File: src/rtl/ball_pkg.sv
// Shared types and constants for the ball slot controllers.
package ball_pkg;

    // Ball size encoding, as exchanged with the level controller.
    typedef enum logic [1:0] {
        SMALL  = 2'd0,
        MEDIUM = 2'd1,
        BIG    = 2'd2,
        HUGE   = 2'd3
    } ball_size_t;

    // Lifecycle states of one ball slot.
    typedef enum logic [2:0] {
        IDLE,
        SPAWN,
        ALIVE,
        FLASH,
        POP
    } slot_state_t;

    localparam int unsigned SCORE_W = 4;

    function automatic int unsigned max_u(input int unsigned a, input int unsigned b);
        return (a > b) ? a : b;
    endfunction

endpackage

File: src/rtl/ball_slot_ctrl_if.sv
// Spawn interface between the level controller (master) and a ball slot (slave).
interface ball_slot_ctrl_if;
    logic       ballActive;        // toggle-style spawn request
    logic [1:0] ballInitialState;  // size requested at spawn
    logic       ballInUse;         // slot busy, returned to the level controller

    modport master (output ballActive, output ballInitialState, input ballInUse);
    modport slave  (input ballActive, input ballInitialState, output ballInUse);
endinterface

File: src/rtl/ball_slot_ctrl_toggle_req.sv
// Toggle-to-pulse request detector: every edge on the input is one request.
module toggle_req_detect (
    input  logic clk,
    input  logic resetN,
    input  logic tog,
    output logic req
);
    logic req_prev;

    // Remember the last sampled level on every clock, regardless of consumer state.
    always_ff @(posedge clk) begin
        if (!resetN) req_prev <= 1'b0;
        else         req_prev <= tog;
    end

    assign req = tog ^ req_prev;
endmodule

File: src/rtl/ball_slot_ctrl.sv
// Per-ball lifecycle controller: spawn, shrink on hit, hit-flash, pop cooldown.
module ball_slot_ctrl
    import ball_pkg::*;
#(
    parameter int unsigned HIT_CYCLES = 8,
    parameter int unsigned POP_CYCLES = 16,
    parameter int unsigned SCORE_BASE = 1
) (
    input  logic                clk,
    input  logic                resetN,
    input  logic                enable,
    input  logic                hit,
    ball_slot_ctrl_if.slave     spawn,
    output logic [1:0]          ballSize,
    output logic                ballVisible,
    output logic                spawnPulse,
    output logic                scoreValid,
    output logic [SCORE_W-1:0]  scoreAdd
);
    // At least 2 bits so counter[1] exists for the blink.
    localparam int unsigned CNT_W =
        max_u(2, $clog2(max_u(HIT_CYCLES, POP_CYCLES)));

    slot_state_t        state_q, state_d;
    logic [CNT_W-1:0]   cnt_q, cnt_d;
    logic [1:0]         size_d;
    logic               in_use_q, in_use_d;
    logic               vis_d, spawn_d, sv_d;
    logic [SCORE_W-1:0] add_d;
    logic               req;

    toggle_req_detect u_req (
        .clk    (clk),
        .resetN (resetN),
        .tog    (spawn.ballActive),
        .req    (req)
    );

    assign spawn.ballInUse = in_use_q;

    // State, counter and registered outputs.
    always_ff @(posedge clk) begin
        if (!resetN) begin
            state_q     <= IDLE;
            cnt_q       <= '0;
            ballSize    <= '0;
            in_use_q    <= 1'b0;
            ballVisible <= 1'b0;
            spawnPulse  <= 1'b0;
            scoreValid  <= 1'b0;
            scoreAdd    <= '0;
        end else begin
            state_q     <= state_d;
            cnt_q       <= cnt_d;
            ballSize    <= size_d;
            in_use_q    <= in_use_d;
            ballVisible <= vis_d;
            spawnPulse  <= spawn_d;
            scoreValid  <= sv_d;
            scoreAdd    <= add_d;
        end
    end

    // Next-state and next-output logic; enable low overrides everything.
    always_comb begin
        state_d  = state_q;
        cnt_d    = cnt_q;
        size_d   = ballSize;
        in_use_d = in_use_q;
        vis_d    = 1'b0;
        spawn_d  = 1'b0;
        sv_d     = 1'b0;
        add_d    = '0;

        if (!enable) begin
            state_d  = IDLE;
            cnt_d    = '0;
            size_d   = '0;
            in_use_d = 1'b0;
        end else begin
            unique case (state_q)
                IDLE: begin
                    in_use_d = 1'b0;
                    if (req) begin
                        state_d  = SPAWN;
                        size_d   = spawn.ballInitialState;
                        in_use_d = 1'b1;
                        spawn_d  = 1'b1;
                        vis_d    = 1'b1;
                    end
                end
                SPAWN: begin
                    state_d = ALIVE;
                    vis_d   = 1'b1;
                end
                ALIVE: begin
                    vis_d = 1'b1;
                    if (hit) begin
                        sv_d  = 1'b1;
                        add_d = SCORE_W'(SCORE_BASE) + SCORE_W'(ballSize);
                        if (ballSize != SMALL) begin
                            state_d = FLASH;
                            size_d  = ballSize - 2'd1;
                            cnt_d   = CNT_W'(HIT_CYCLES - 1);
                            vis_d   = cnt_d[1];
                        end else begin
                            state_d = POP;
                            cnt_d   = CNT_W'(POP_CYCLES - 1);
                            vis_d   = 1'b0;
                        end
                    end
                end
                FLASH: begin
                    if (cnt_q == '0) begin
                        state_d = ALIVE;
                        vis_d   = 1'b1;
                    end else begin
                        cnt_d = cnt_q - 1'b1;
                        vis_d = cnt_d[1];
                    end
                end
                POP: begin
                    if (cnt_q == '0) begin
                        state_d  = IDLE;
                        in_use_d = 1'b0;
                        size_d   = '0;
                    end else begin
                        cnt_d = cnt_q - 1'b1;
                    end
                end
                default: begin
                    state_d  = IDLE;
                    in_use_d = 1'b0;
                    size_d   = '0;
                end
            endcase
        end
    end
endmodule

File: src/flat_wrapper.sv
// flat-port wrapper written by rule: the top's interface ports become plain ports
module ball_slot_ctrl_flat import ball_pkg::*;
#(
    parameter int unsigned HIT_CYCLES = 8,
    parameter int unsigned POP_CYCLES = 16,
    parameter int unsigned SCORE_BASE = 1
)
  (clk, resetN, enable, hit, ballSize, ballVisible, spawnPulse, scoreValid, scoreAdd, spawn_ballActive, spawn_ballInitialState, spawn_ballInUse);
  ball_slot_ctrl_if spawn_i ();
  input  logic clk;
  input  logic resetN;
  input  logic enable;
  input  logic hit;
  output logic [1:0] ballSize;
  output logic ballVisible;
  output logic spawnPulse;
  output logic scoreValid;
  output logic [SCORE_W-1:0] scoreAdd;
  input wire logic [$bits(spawn_i.ballActive)-1:0] spawn_ballActive;
  input wire logic [$bits(spawn_i.ballInitialState)-1:0] spawn_ballInitialState;
  output wire logic [$bits(spawn_i.ballInUse)-1:0] spawn_ballInUse;
  assign spawn_i.ballActive = spawn_ballActive;
  assign spawn_i.ballInitialState = spawn_ballInitialState;
  assign spawn_ballInUse = spawn_i.ballInUse;
  ball_slot_ctrl #(.HIT_CYCLES(HIT_CYCLES), .POP_CYCLES(POP_CYCLES), .SCORE_BASE(SCORE_BASE)) u_core (.clk(clk), .resetN(resetN), .enable(enable), .hit(hit), .spawn(spawn_i), .ballSize(ballSize), .ballVisible(ballVisible), .spawnPulse(spawnPulse), .scoreValid(scoreValid), .scoreAdd(scoreAdd));
endmodule
File: config.mk
export PLATFORM = sky130hd
export DESIGN_NAME = ball_slot_ctrl_flat
export DESIGN_NICKNAME = d
export VERILOG_FILES = /design/src/rtl/ball_pkg.sv /design/src/rtl/ball_slot_ctrl_if.sv /design/src/rtl/ball_slot_ctrl_toggle_req.sv /design/src/rtl/ball_slot_ctrl.sv /design/src/flat_wrapper.sv
export SDC_FILE = /design/constraint.sdc
export NUM_CORES = 1
export LEC_CHECK = 0
export ABC_AREA = 1
export BUFFER_PORTS_ARGS = -buffer_cell sky130_fd_sc_hd__buf_2
export CAP_MARGIN = 10
export CELL_PAD_IN_SITES_DETAIL_PLACEMENT = 1
export CELL_PAD_IN_SITES_GLOBAL_PLACEMENT = 1
export CORE_AREA = 2 2 47 58
export DETAILED_ROUTE_END_ITERATION = 6
export DIE_AREA = 0 0 49 60
export GPL_ROUTABILITY_DRIVEN = 0
export PLACE_DENSITY_LB_ADDON = 0.1
export RECOVER_POWER = 25
export SKIP_CTS_REPAIR_TIMING = 1
export SLEW_MARGIN = 20
export SYNTH_ARGS = -nofsm -noshare
export SYNTH_HDL_FRONTEND = slang
export SYNTH_SLANG_ARGS = --single-unit
File: constraint.sdc
create_clock -name clk -period 2.15 [get_ports clk]
set_input_delay 0.3225 -clock clk [delete_from_list [all_inputs] [get_ports clk]]
set_output_delay 0.3225 -clock clk [all_outputs]
set_load 0.005 [all_outputs]
==> summary.txt, run 1 <==
Outcome
  – Status: finished clean

Synthesis
  – Count of warnings emitted by yosys: 0
  – Post-synthesis cell type with the largest combined area: dfxtp_1
  – Complex-gate fraction of the synthesized area: 0.0725
  – Mux contribution to synthesized area: 0
  – Synth Instances: 135
  – Post-synthesis cell area: 880 um2
  – Area share of the largest cell type after synthesis: 0.387
  – Synthesized flop and latch total: 17
  – Top cells by area in the synthesized netlist: dfxtp_1 (39%), nand2_1 (16%), inv_1 (9.4%)
  – Post-synthesis share of cell area spent on and, or, nand and nor gates: 0.378
  – Mean instance size in the synthesized netlist: 6.52 um2
  – Dominant combinational cell family by area after synthesis: simple AND/OR/NAND/NOR gates
  – Post-synthesis sequential area ratio: 0.387
  – Post-synthesis net count: 145
  – Xor-xnor portion of the synthesized cell area: 0
  – Netlist cell types: 18
  – Adder and majority gate portion of the synthesized area: 0.0427

Placed design
  – IO Port Bufs: 15
  – Post-detail-place hpwl: 1690 um

Cells and area
  – Fillers: 343
  – Most used cells in the layout excluding fill and tap cells: nand2_1 (38), inv_1 (22), nor2_1 (21)
  – Area growth from synthesis to layout: 14.7%
  – Commonest non-fill, non-tap cell in the layout: nand2_1
  – Antenna Cells: 0
  – Share of the core filled with cells: 0.415
  – Share of layout cells above drive strength 1: 0.170
  – Number of nets at the end of the flow: 164

Route
  – 1st-iter DRT viols: 9
  – Antenna viol nets, final: 0
  – TritonRoute pass-1 iters: 4
  – Routed Wire Length: 2070 um
  – Average routed wire per standard cell: 11.1 um
  – Post-route DRC violation count: 0
  – Per-cell via count in the routed design: 4.48
  – Vias: 833

Floorplan
  – Initial core utilization: 0.362
  – Die X: 49 um
  – Die Y: 60 um
  – Core Region: 0.00243 mm2
  – Top-level port count: 17
  – Site Rows: 20
  – Die ar.: 0.00294 mm2

Setup path
  – Total stage count of the critical path: 11
  – CP max stage delay: 340 ps
  – Critical Setup Path Class: register to register
  – Cells traversed along the worst timing path: inv_1 > ha_1 > nand2_1 > nor2_2 > inv_1 > nand2_1 > nand2_1 > nor2_2 > nand2_1 > nand3_1 > inv_1
  – Register-to-Register Path Depth: 11
  – Endpoint required time on the critical path: 2350 ps
  – Buffer and inverter count on the worst path: 3
  – Library cell contributing the largest single delay on the critical path: dfxtp_1
  – Startpoint kind of the worst setup timing path: register
  – Slack of the worst reg-to-reg path: 690 ps
  – Crit path max-delay family: simple AND/OR/NAND/NOR gates
  – CP max FO: 3
  – Capturing element type of the critical path: register
  – CP Data Arrival Time: 1660 ps
  – Most numerous cell on the critical path: nand2_1

Timing
  – Worst-case clock skew: 9.26 ps
  – Unrepaired setup endpoints after global routing: no
  – TNS Setup: 0 ps
  – Fin crit share: 0.680
  – Min Tclk post-route: 1460 ps
  – Number of slew-limit violations in the final report: 0
  – F_max: 684 MHz
  – Final number of setup-violating endpoints: 0
  – Count of endpoints failing hold in the final timing report: 0

Worst hold path
  – Hold depth: 3
  – Type of the tightest min-delay check: input pin to register

CTS
  – Number of levels the H-tree was split into: 1
  – Clock tree from TritonCTS: done
  – Clock Latency Late Sink: 290 ps
  – Maximum number of buffers from clock root to sink: 2
  – Clock slew at the register clock pins of the worst setup and hold paths: 100 ps
  – CTS Root Cell: clkbuf_4
  – TritonCTS Buffers: 3
  – Clock sink count: 17

Global routing
  – Residual overflow from global routing: 0
  – Largest net degree at the start of global routing: 10
  – Antenna violations before repair: 0
  – First-pass GRT wire length: 3510 um
  – Number of global-route vias before repair: 835
  – Global routing usage summed across all routing layers: 0.158

Pwr
  – Power per cell area: 628 mW/mm2
  – Highest ir drop seen on vdd: 0.000343 V
  – Final total power: 0.633 mW
  – Total leakage power: 0.538 nW

Job
  – # Max-Cap Violations: 0
## flip-flops by register name, indices dropped and copies added, names as in the netlist
signal,count
u_core.cnt_q,4
u_core.scoreAdd,3
u_core.state_q,3
u_core.ballSize,2
u_core.ballVisible,1
u_core.scoreValid,1
u_core.spawn.ballInUse,1
u_core.spawnPulse,1
u_core.u_req.req_prev,1
## tightest hold or removal path, cell delays in order
cell and delay (ps):
buf_2 90, nand2_1 40, inv_1 40
## area by class of cell
type                            count  area [um2]  area share
Multi-Input combinational cell     92         438       0.434
Sequential cell                    17         340       0.337
Inverter                           25        93.8      0.0931
Timing Repair Buffer               15        68.8      0.0682
Tap cell                           33        41.3      0.0409
Clock buffer                        4        26.3      0.0261
## report_power, final
group	total [mW]	switching (mW)	internal (mW)
clock	0.172	0.0994	0.0721
sequential	0.338	0.0101	0.328
combinational	0.124	0.0798	0.0440
## routing by layer
layer / up-vias / track usage / part of all wire
met5: - / 0 / 0
met3: 4 / 0.0150 / 0.025
met2: 10 / 0.313 / 0.53
li1: 439 / - / -
met4: 0 / 0.0857 / 0.014
met1: 380 / 0.165 / 0.43
## stage by stage
step	cells	worst slack [ps]	hold slack, ps	cell area (um2)
global placement	182	746	458	988
detailed placement	182	685	466	988
floorplan	135	860	416	880
global route	186	509	220	1010
CTS	186	672	214	1010
finish	186	688	221	1010
## cells in the mapped netlist
| library cell | instances |
|---|---|
| nor2_1 | 21 |
| o21ai_0 | 5 |
| nand2_1 | 38 |
| dfxtp_1 | 17 |
| nand3_2 | 2 |
| nand2_2 | 2 |
| ha_1 | 3 |
| inv_1 | 22 |
| nand3_1 | 5 |
| nor2_2 | 5 |
| buf_4 | 1 |
| a21oi_1 | 6 |
| nor3_1 | 1 |
| a41oi_1 | 1 |
| conb_1 | 1 |
| inv_2 | 3 |
| nand2_4 | 1 |
| nand4_1 | 1 |
## worst paths after layout
kind	start	to
setup / recovery	u_core.cnt_q[0]$_SDFFE_PN0P_	u_core.state_q[1]$_SDFFE_PN0P_
hold / removal	resetN	u_core.u_req.req_prev$_SDFF_PN0_
setup reg to reg	u_core.cnt_q[0]$_SDFFE_PN0P_	u_core.state_q[1]$_SDFFE_PN0P_
hold reg to reg	u_core.spawn.ballInUse$_SDFFE_PN0P_	u_core.spawn.ballInUse$_SDFFE_PN0P_
## logic make-up (layout without fill, tap and decap cells)
kind of cell               after synthesis  after routing
AOI/OAI and AO/OA                       12             12
adders and majority gates                3              3
buffers and inverters                   26             44
DFF                                     17             17
other                                    1              1
and+or+nand+nor                         76             76
Note: power is estimated with default switching activity, not from simulation.
==> inputs of run 2 (changes only) <==
--- a/config.mk
+++ b/config.mk
@@ -10,9 +10,9 @@
 export CAP_MARGIN = 10
 export CELL_PAD_IN_SITES_DETAIL_PLACEMENT = 1
 export CELL_PAD_IN_SITES_GLOBAL_PLACEMENT = 1
-export CORE_AREA = 2 2 47 58
+export CORE_AREA = 2 2 51 62
 export DETAILED_ROUTE_END_ITERATION = 6
-export DIE_AREA = 0 0 49 60
+export DIE_AREA = 0 0 53 64
 export GPL_ROUTABILITY_DRIVEN = 0
 export PLACE_DENSITY_LB_ADDON = 0.1
 export RECOVER_POWER = 25
==> constraint.sdc (replaced) <==
create_clock -name clk -period 1.2 [get_ports clk]
set_input_delay 0.18 -clock clk [delete_from_list [all_inputs] [get_ports clk]]
set_output_delay 0.18 -clock clk [all_outputs]
set_load 0.005 [all_outputs]
==> summary.txt, run 2 (synthesis gave the netlist of run 1 again) <==
Floorplan
  – Site Rows: 21 (was 20)
  – Die ar.: 0.00339 mm2 (was 0.00294 mm2)
  – Initial core utilization: 0.319 (was 0.362)
  – Top-level port count: 17 (unchanged)
  – Die X: 53 um (was 49 um)
  – Die Y: 64 um (was 60 um)
  – Core Region: 0.00276 mm2 (was 0.00243 mm2)

Timing
  – Worst-case hold slack: 80.5 ps (was 221 ps)
  – Count of endpoints failing hold in the final timing report: 0 (unchanged)
  – Number of slew-limit violations in the final report: 0 (unchanged)
  – Least setup slack across all paths after layout: -127 ps (was 688 ps)
  – F_max: 753 MHz (was 684 MHz)
  – Final number of setup-violating endpoints: 7 (was 0)
  – Min Tclk post-route: 1330 ps (was 1460 ps)
  – Worst-case clock skew: 3.84 ps (was 9.26 ps)
  – Unrepaired setup endpoints after global routing: yes (was no)
  – Fin crit share: 1.11 (was 0.680)

Cells and area
  – Most used cells in the layout excluding fill and tap cells: nand2_1 (22), inv_1 (19), nor2_1 (18), buf_4 (18), nand2_2 (15) (was nand2_1 (38), inv_1 (22), nor2_1 (21))
  – Number of nets at the end of the flow: 184 (was 164)
  – Area growth from synthesis to layout: 53.5% (was 14.7%)
  – Share of layout cells above drive strength 1: 0.509 (was 0.170)
  – Fillers: 367 (was 343)
  – Largest registers: u_core.cnt_q x4, u_core.scoreAdd x3, u_core.state_q x3 (unchanged)
  – Fin cells: 207 (was 186)
  – Area used by multi-input combinational logic: 593 um2 (was 438 um2)
  – Number of flip-flops under the largest register name: 4 (unchanged)
  – FF+latch area: 352 um2 (was 340 um2)
  – Antenna Cells: 0 (unchanged)
  – Commonest non-fill, non-tap cell in the layout: nand2_1 (unchanged)
  – Register ranked first by flip-flop count: u_core.cnt_q (unchanged)

Pwr
  – Total leakage power: 0.675 nW (was 0.538 nW)
  – Highest ir drop seen on vdd: 0.000513 V (was 0.000343 V)
  – Power per cell area: 940 mW/mm2 (was 628 mW/mm2)

Route
  – Average routed wire per standard cell: 12.5 um (was 11.1 um)
  – TritonRoute pass-1 iters: 2 (was 4)
  – Vias: 923 (was 833)
  – Per-cell via count in the routed design: 4.46 (was 4.48)
  – Routed Wire Length: 2580 um (was 2070 um)
  – 1st-iter DRT viols: 5 (was 9)
  – Antenna viol nets, final: 0 (unchanged)
  – Post-route DRC violation count: 0 (unchanged)

Setup path
  – CP max FO: 3 (unchanged)
  – Startpoint kind of the worst setup timing path: register (unchanged)
  – Endpoint required time on the critical path: 1410 ps (was 2350 ps)
  – CP Data Arrival Time: 1540 ps (was 1660 ps)
  – Capturing element type of the critical path: register (unchanged)
  – Critical Setup Path Class: register to register (unchanged)

Global routing
  – Number of global-route vias before repair: 938 (was 835)
  – First-pass GRT wire length: 4020 um (was 3510 um)
  – Antenna violations before repair: 0 (unchanged)
  – Residual overflow from global routing: 0 (unchanged)
  – Largest net degree at the start of global routing: 10 (unchanged)
  – Global routing usage summed across all routing layers: 0.160 (was 0.158)

CTS
  – Clock sink count: 17 (unchanged)
  – TritonCTS Buffers: 3 (unchanged)
  – Maximum number of buffers from clock root to sink: 2 (unchanged)
  – Clock slew at the register clock pins of the worst setup and hold paths: 100 ps (about the same)
  – CTS Root Cell: clkbuf_4 (unchanged)
  – Number of levels the H-tree was split into: 1 (unchanged)
  – Clock Latency Late Sink: 300 ps (was 290 ps)
  – Clock tree from TritonCTS: done (unchanged)

Job
  – # Max-Cap Violations: 0 (unchanged)

Placed design
  – Placed insts: 199 (was 182)
  – Post-detail-place hpwl: 1970 um (was 1690 um)
  – IO Port Bufs: 15 (unchanged)

Outcome
  – Status: finished, violations left (was finished clean)
  – Violated checks: setup timing

Worst hold path
  – Type of the tightest min-delay check: input pin to register (unchanged)
run 2: cell count changes in the layout (fill, tap and decap cells not counted), moves of 4 or more:
| cell | before | now |
|---|---|---|
| clkbuf_1 | 6 | 2 |
| nor2_4 | 0 | 4 |
| dfxtp_1 | 17 | 12 |
| nand2_1 | 38 | 22 |
| buf_2 | 10 | 14 |
| nand2_2 | 2 | 15 |
| buf_4 | 0 | 18 |
| a21oi_2 | 0 | 5 |
| a21oi_1 | 6 | 1 |
run 2: path summary, 6_finish.rpt:
check | start | end | slack, ps | cells past startpoint
worst min-delay path | resetN | u_core.u_req.req_prev$_SDFF_PN0_ | 80 | 3
worst max register to register | u_core.cnt_q[0]$_SDFFE_PN0P_ | u_core.state_q[1]$_SDFFE_PN0P_ | -130 | 11
worst max-delay path | u_core.cnt_q[0]$_SDFFE_PN0P_ | u_core.state_q[1]$_SDFFE_PN0P_ | -130 | 11
worst min register to register | u_core.spawn.ballInUse$_SDFFE_PN0P_ | u_core.spawn.ballInUse$_SDFFE_PN0P_ | 470 | 2
run 2: critical path: stages, from the launching register on:
cell and delay, ps:
dfxtp_2 340, inv_2 80, ha_4 150, nand2_4 50, nor2_4 110, inv_2 60
nand2_2 70, nand2_2 60, nor2_4 140, nand2_1 70, nand3_1 70, inv_1 40
run 2: metrics by stage:
step                worst slack [ps]  total power, mW  area (um2)  utilization  setup TNS, ps
detailed placement              -159            0.901        1150        0.417          -1050
finish                          -127             1.27        1350        0.489           -554
global placement                -124            0.892        1150        0.417           -677
floorplan                      -30.3            0.790         908            -          -30.3
CTS                             -160             1.23        1180        0.427          -1350
global route                    -209             1.36        1350        0.489          -1490
run 2: where the power goes:
group / switching [mW] / leakage (nW) / internal, mW
registers: 0.0193 / 0.141 / 0.586
clock network: 0.194 / 0.0150 / 0.130
logic: 0.196 / 0.519 / 0.143
run 2: layout make-up:
type	instances	share of cell area
inverters	25	0.0714
multi-input cells	92	0.439
clock buffers	4	0.0195
repair buffers	35	0.178
well taps	34	0.0315
flip-flops and latches	17	0.260
run 2: routing by layer:
metal	routed length, um	global-route usage	part of all wire	up-vias
li1	-	-	-	482
met1	1070	0.183	0.42	423
met2	1410	0.283	0.55	13
met3	54	0.0304	0.021	5
met4	38	0.0641	0.015	0
met5	0	0	0	-
==> inputs of run 3 (changes only) <==
--- a/config.mk
+++ b/config.mk
@@ -10,9 +10,9 @@
 export CAP_MARGIN = 10
 export CELL_PAD_IN_SITES_DETAIL_PLACEMENT = 1
 export CELL_PAD_IN_SITES_GLOBAL_PLACEMENT = 1
-export CORE_AREA = 2 2 51 62
+export CORE_AREA = 2 2 49 60
 export DETAILED_ROUTE_END_ITERATION = 6
-export DIE_AREA = 0 0 53 64
+export DIE_AREA = 0 0 51 62
 export GPL_ROUTABILITY_DRIVEN = 0
 export PLACE_DENSITY_LB_ADDON = 0.1
 export RECOVER_POWER = 25
==> constraint.sdc (replaced) <==
create_clock -name clk -period 1.5 [get_ports clk]
set_input_delay 0.225 -clock clk [delete_from_list [all_inputs] [get_ports clk]]
set_output_delay 0.225 -clock clk [all_outputs]
set_load 0.005 [all_outputs]
==> summary.txt, run 3 (synthesis gave the netlist of run 1 again) <==
Route
  – Per-cell via count in the routed design: 4.64 (was 4.46)
  – Routed Wire Length: 2470 um (was 2580 um)
  – Average routed wire per standard cell: 12.8 um (was 12.5 um)
  – TritonRoute pass-1 iters: 4 (was 2)
  – Antenna viol nets, final: 0 (unchanged)
  – 1st-iter DRT viols: 12 (was 5)
  – Vias: 895 (was 923)
  – Post-route DRC violation count: 0 (unchanged)

Cells and area
  – Share of layout cells above drive strength 1: 0.264 (was 0.509)
  – Largest registers: u_core.cnt_q x4, u_core.scoreAdd x3, u_core.state_q x3 (unchanged)
  – Fillers: 366 (was 367)
  – Share of the core filled with cells: 0.417 (was 0.489)
  – Antenna Cells: 0 (unchanged)
  – Area growth from synthesis to layout: 25.9% (was 53.5%)
  – Number of nets at the end of the flow: 170 (was 184)
  – Most used cells in the layout excluding fill and tap cells: nand2_1 (35), nor2_1 (20), inv_1 (19) (was nand2_1 (22), inv_1 (19), nor2_1 (18), buf_4 (18), nand2_2 (15))
  – Final non-filler cell area: 0.00111 mm2 (was 0.00135 mm2)
  – Commonest non-fill, non-tap cell in the layout: nand2_1 (unchanged)
  – Fin cells: 193 (was 207)
  – Register ranked first by flip-flop count: u_core.cnt_q (unchanged)
  – Number of flip-flops under the largest register name: 4 (unchanged)

Placed design
  – IO Port Bufs: 15 (unchanged)
  – Post-detail-place hpwl: 1900 um (was 1970 um)
  – Placed standard-cell area: 0.00100 mm2 (was 0.00115 mm2)
  – Placed insts: 185 (was 199)

Timing
  – Final number of setup-violating endpoints: 0 (was 7)
  – Worst-case clock skew: 8.11 ps (was 3.84 ps)
  – Count of endpoints failing hold in the final timing report: 0 (unchanged)
  – TNS Setup: 0 ps (was -554 ps)
  – Min Tclk post-route: 1390 ps (was 1330 ps)
  – Number of slew-limit violations in the final report: 0 (unchanged)
  – Fin crit share: 0.929 (was 1.11)
  – F_max: 717 MHz (was 753 MHz)

Worst hold path
  – Type of the tightest min-delay check: input pin to register (unchanged)

Pwr
  – Highest ir drop seen on vdd: 0.000360 V (was 0.000513 V)
  – Portion of total power attributed to the clock network: 0.261 (was 0.255)
  – Internal Dissipation: 0.660 mW (was 0.859 mW)
  – Power per cell area: 863 mW/mm2 (was 940 mW/mm2)
  – Portion of total power attributed to sequential cells: 0.507 (was 0.477)
  – Final total power: 0.955 mW (was 1.27 mW)
  – Switching share of power: 0.309 (was 0.323)
  – Reported net switching power: 0.295 mW (was 0.409 mW)
  – Combinational cell fraction of total power: 0.232 (was 0.267)
  – Total leakage power: 0.572 nW (was 0.675 nW)

Floorplan
  – Die Y: 62 um (was 64 um)
  – Site Rows: 21 (unchanged)
  – Initial core utilization: 0.331 (was 0.319)
  – Core Region: 0.00265 mm2 (was 0.00276 mm2)
  – Die X: 51 um (was 53 um)
  – Top-level port count: 17 (unchanged)
  – Die ar.: 0.00316 mm2 (was 0.00339 mm2)

Setup path
  – CP max stage delay: 350 ps (was 340 ps)
  – Capturing element type of the critical path: register (unchanged)
  – Startpoint kind of the worst setup timing path: register (unchanged)
  – Critical Setup Path Class: register to register (unchanged)
  – Library cell contributing the largest single delay on the critical path: dfxtp_2 (unchanged)
  – CP max FO: 3 (unchanged)
  – Cells traversed along the worst timing path: inv_4 > ha_4 > nand2_4 > nor2_4 > inv_2 > nand2_2 > nand2_2 > nor2_4 > nand2_1 > nand3_1 > inv_1 (was inv_2 > ha_4 > nand2_4 > nor2_4 > inv_2 > nand2_2 > nand2_2 > nor2_4 > nand2_1 > nand3_1 > inv_1)
  – Endpoint required time on the critical path: 1700 ps (was 1410 ps)
  – CP Data Arrival Time: 1590 ps (was 1540 ps)

Outcome
  – Status: finished clean (was finished, violations left)

Global routing
  – Residual overflow from global routing: 0 (unchanged)
  – Largest net degree at the start of global routing: 10 (unchanged)
  – Global routing usage summed across all routing layers: 0.170 (was 0.160)
  – First-pass GRT wire length: 3880 um (was 4020 um)
  – Number of global-route vias before repair: 875 (was 938)
  – Antenna violations before repair: 0 (unchanged)

CTS
  – TritonCTS Buffers: 3 (unchanged)
  – Clock slew at the register clock pins of the worst setup and hold paths: 100 ps (about the same)
  – Number of levels the H-tree was split into: 1 (unchanged)
  – Maximum number of buffers from clock root to sink: 2 (unchanged)
  – Clock sink count: 17 (unchanged)
  – CTS Root Cell: clkbuf_4 (unchanged)
  – Clock Latency Late Sink: 300 ps (about the same)
  – Clock tree from TritonCTS: done (unchanged)

Job
  – # Max-Cap Violations: 0 (unchanged)
## run 3: cell count changes in the layout (fill, tap and decap cells not counted), moves of 4 or more
cell,previous run,this run
a21oi_1,1,6
a21oi_2,5,0
nand2_2,15,4
clkbuf_1,2,6
nand2_1,22,35
buf_4,18,6
buf_2,14,10
## run 3: stage by stage
stage / setup WS, ps / hold WS [ps]
6_report: 106 / 120
5_1_grt: -12.5 / 153
4_1_cts: -40.0 / 122
3_5_place_dp: -19.4 / 434
3_3_place_gp: 51.3 / 429
2_1_floorplan: 210 / 318
## run 3: layout make-up
| class | instances | area (um2) | share of cell area |
|---|---|---|---|
| multi-input cells | 92 | 483 | 0.436 |
| flip-flops and latches | 17 | 343 | 0.310 |
| repair buffers | 21 | 114 | 0.103 |
| inverters | 25 | 98.8 | 0.0893 |
| well taps | 34 | 42.5 | 0.0384 |
| clock buffers | 4 | 26.3 | 0.0237 |
## run 3: path summary, 6_finish.rpt
kind | startpoint | end | slack, ps | cells past startpoint
worst min-delay path | resetN | u_core.u_req.req_prev$_SDFF_PN0_ | 120 | 3
worst min register to register | u_core.spawn.ballInUse$_SDFFE_PN0P_ | u_core.spawn.ballInUse$_SDFFE_PN0P_ | 470 | 2
worst max-delay path | u_core.cnt_q[1]$_SDFFE_PN0P_ | u_core.state_q[1]$_SDFFE_PN0P_ | 110 | 11
worst max register to register | u_core.cnt_q[1]$_SDFFE_PN0P_ | u_core.state_q[1]$_SDFFE_PN0P_ | 110 | 11
## run 3: power by group through the flow
stage          Clock [mW]  Combinational (mW)  Sequential, mW
6_report            0.250               0.221           0.484
2_1_floorplan           0               0.129           0.493
3_5_place_dp            0               0.192           0.493
3_3_place_gp            0               0.186           0.492
4_1_cts             0.261               0.193           0.483
5_1_grt             0.272               0.252           0.488
## run 3: worst max-delay path: cells and delay by family (launching register included)
family,cells,cell delay (ps)
AND/OR/NAND/NOR,7,630
flip-flops,1,350
buffers and inverters,3,160
adder cells (fa/ha/maj),1,150
## run 3: layer usage
metal | up-vias | global-route usage | routed length [um]
li1 | 454 | - | -
met1 | 425 | 0.186 | 970
met2 | 10 | 0.315 | 1370
met3 | 6 | 0.0287 | 54
met4 | 0 | 0.0888 | 66
met5 | - | 0 | 0
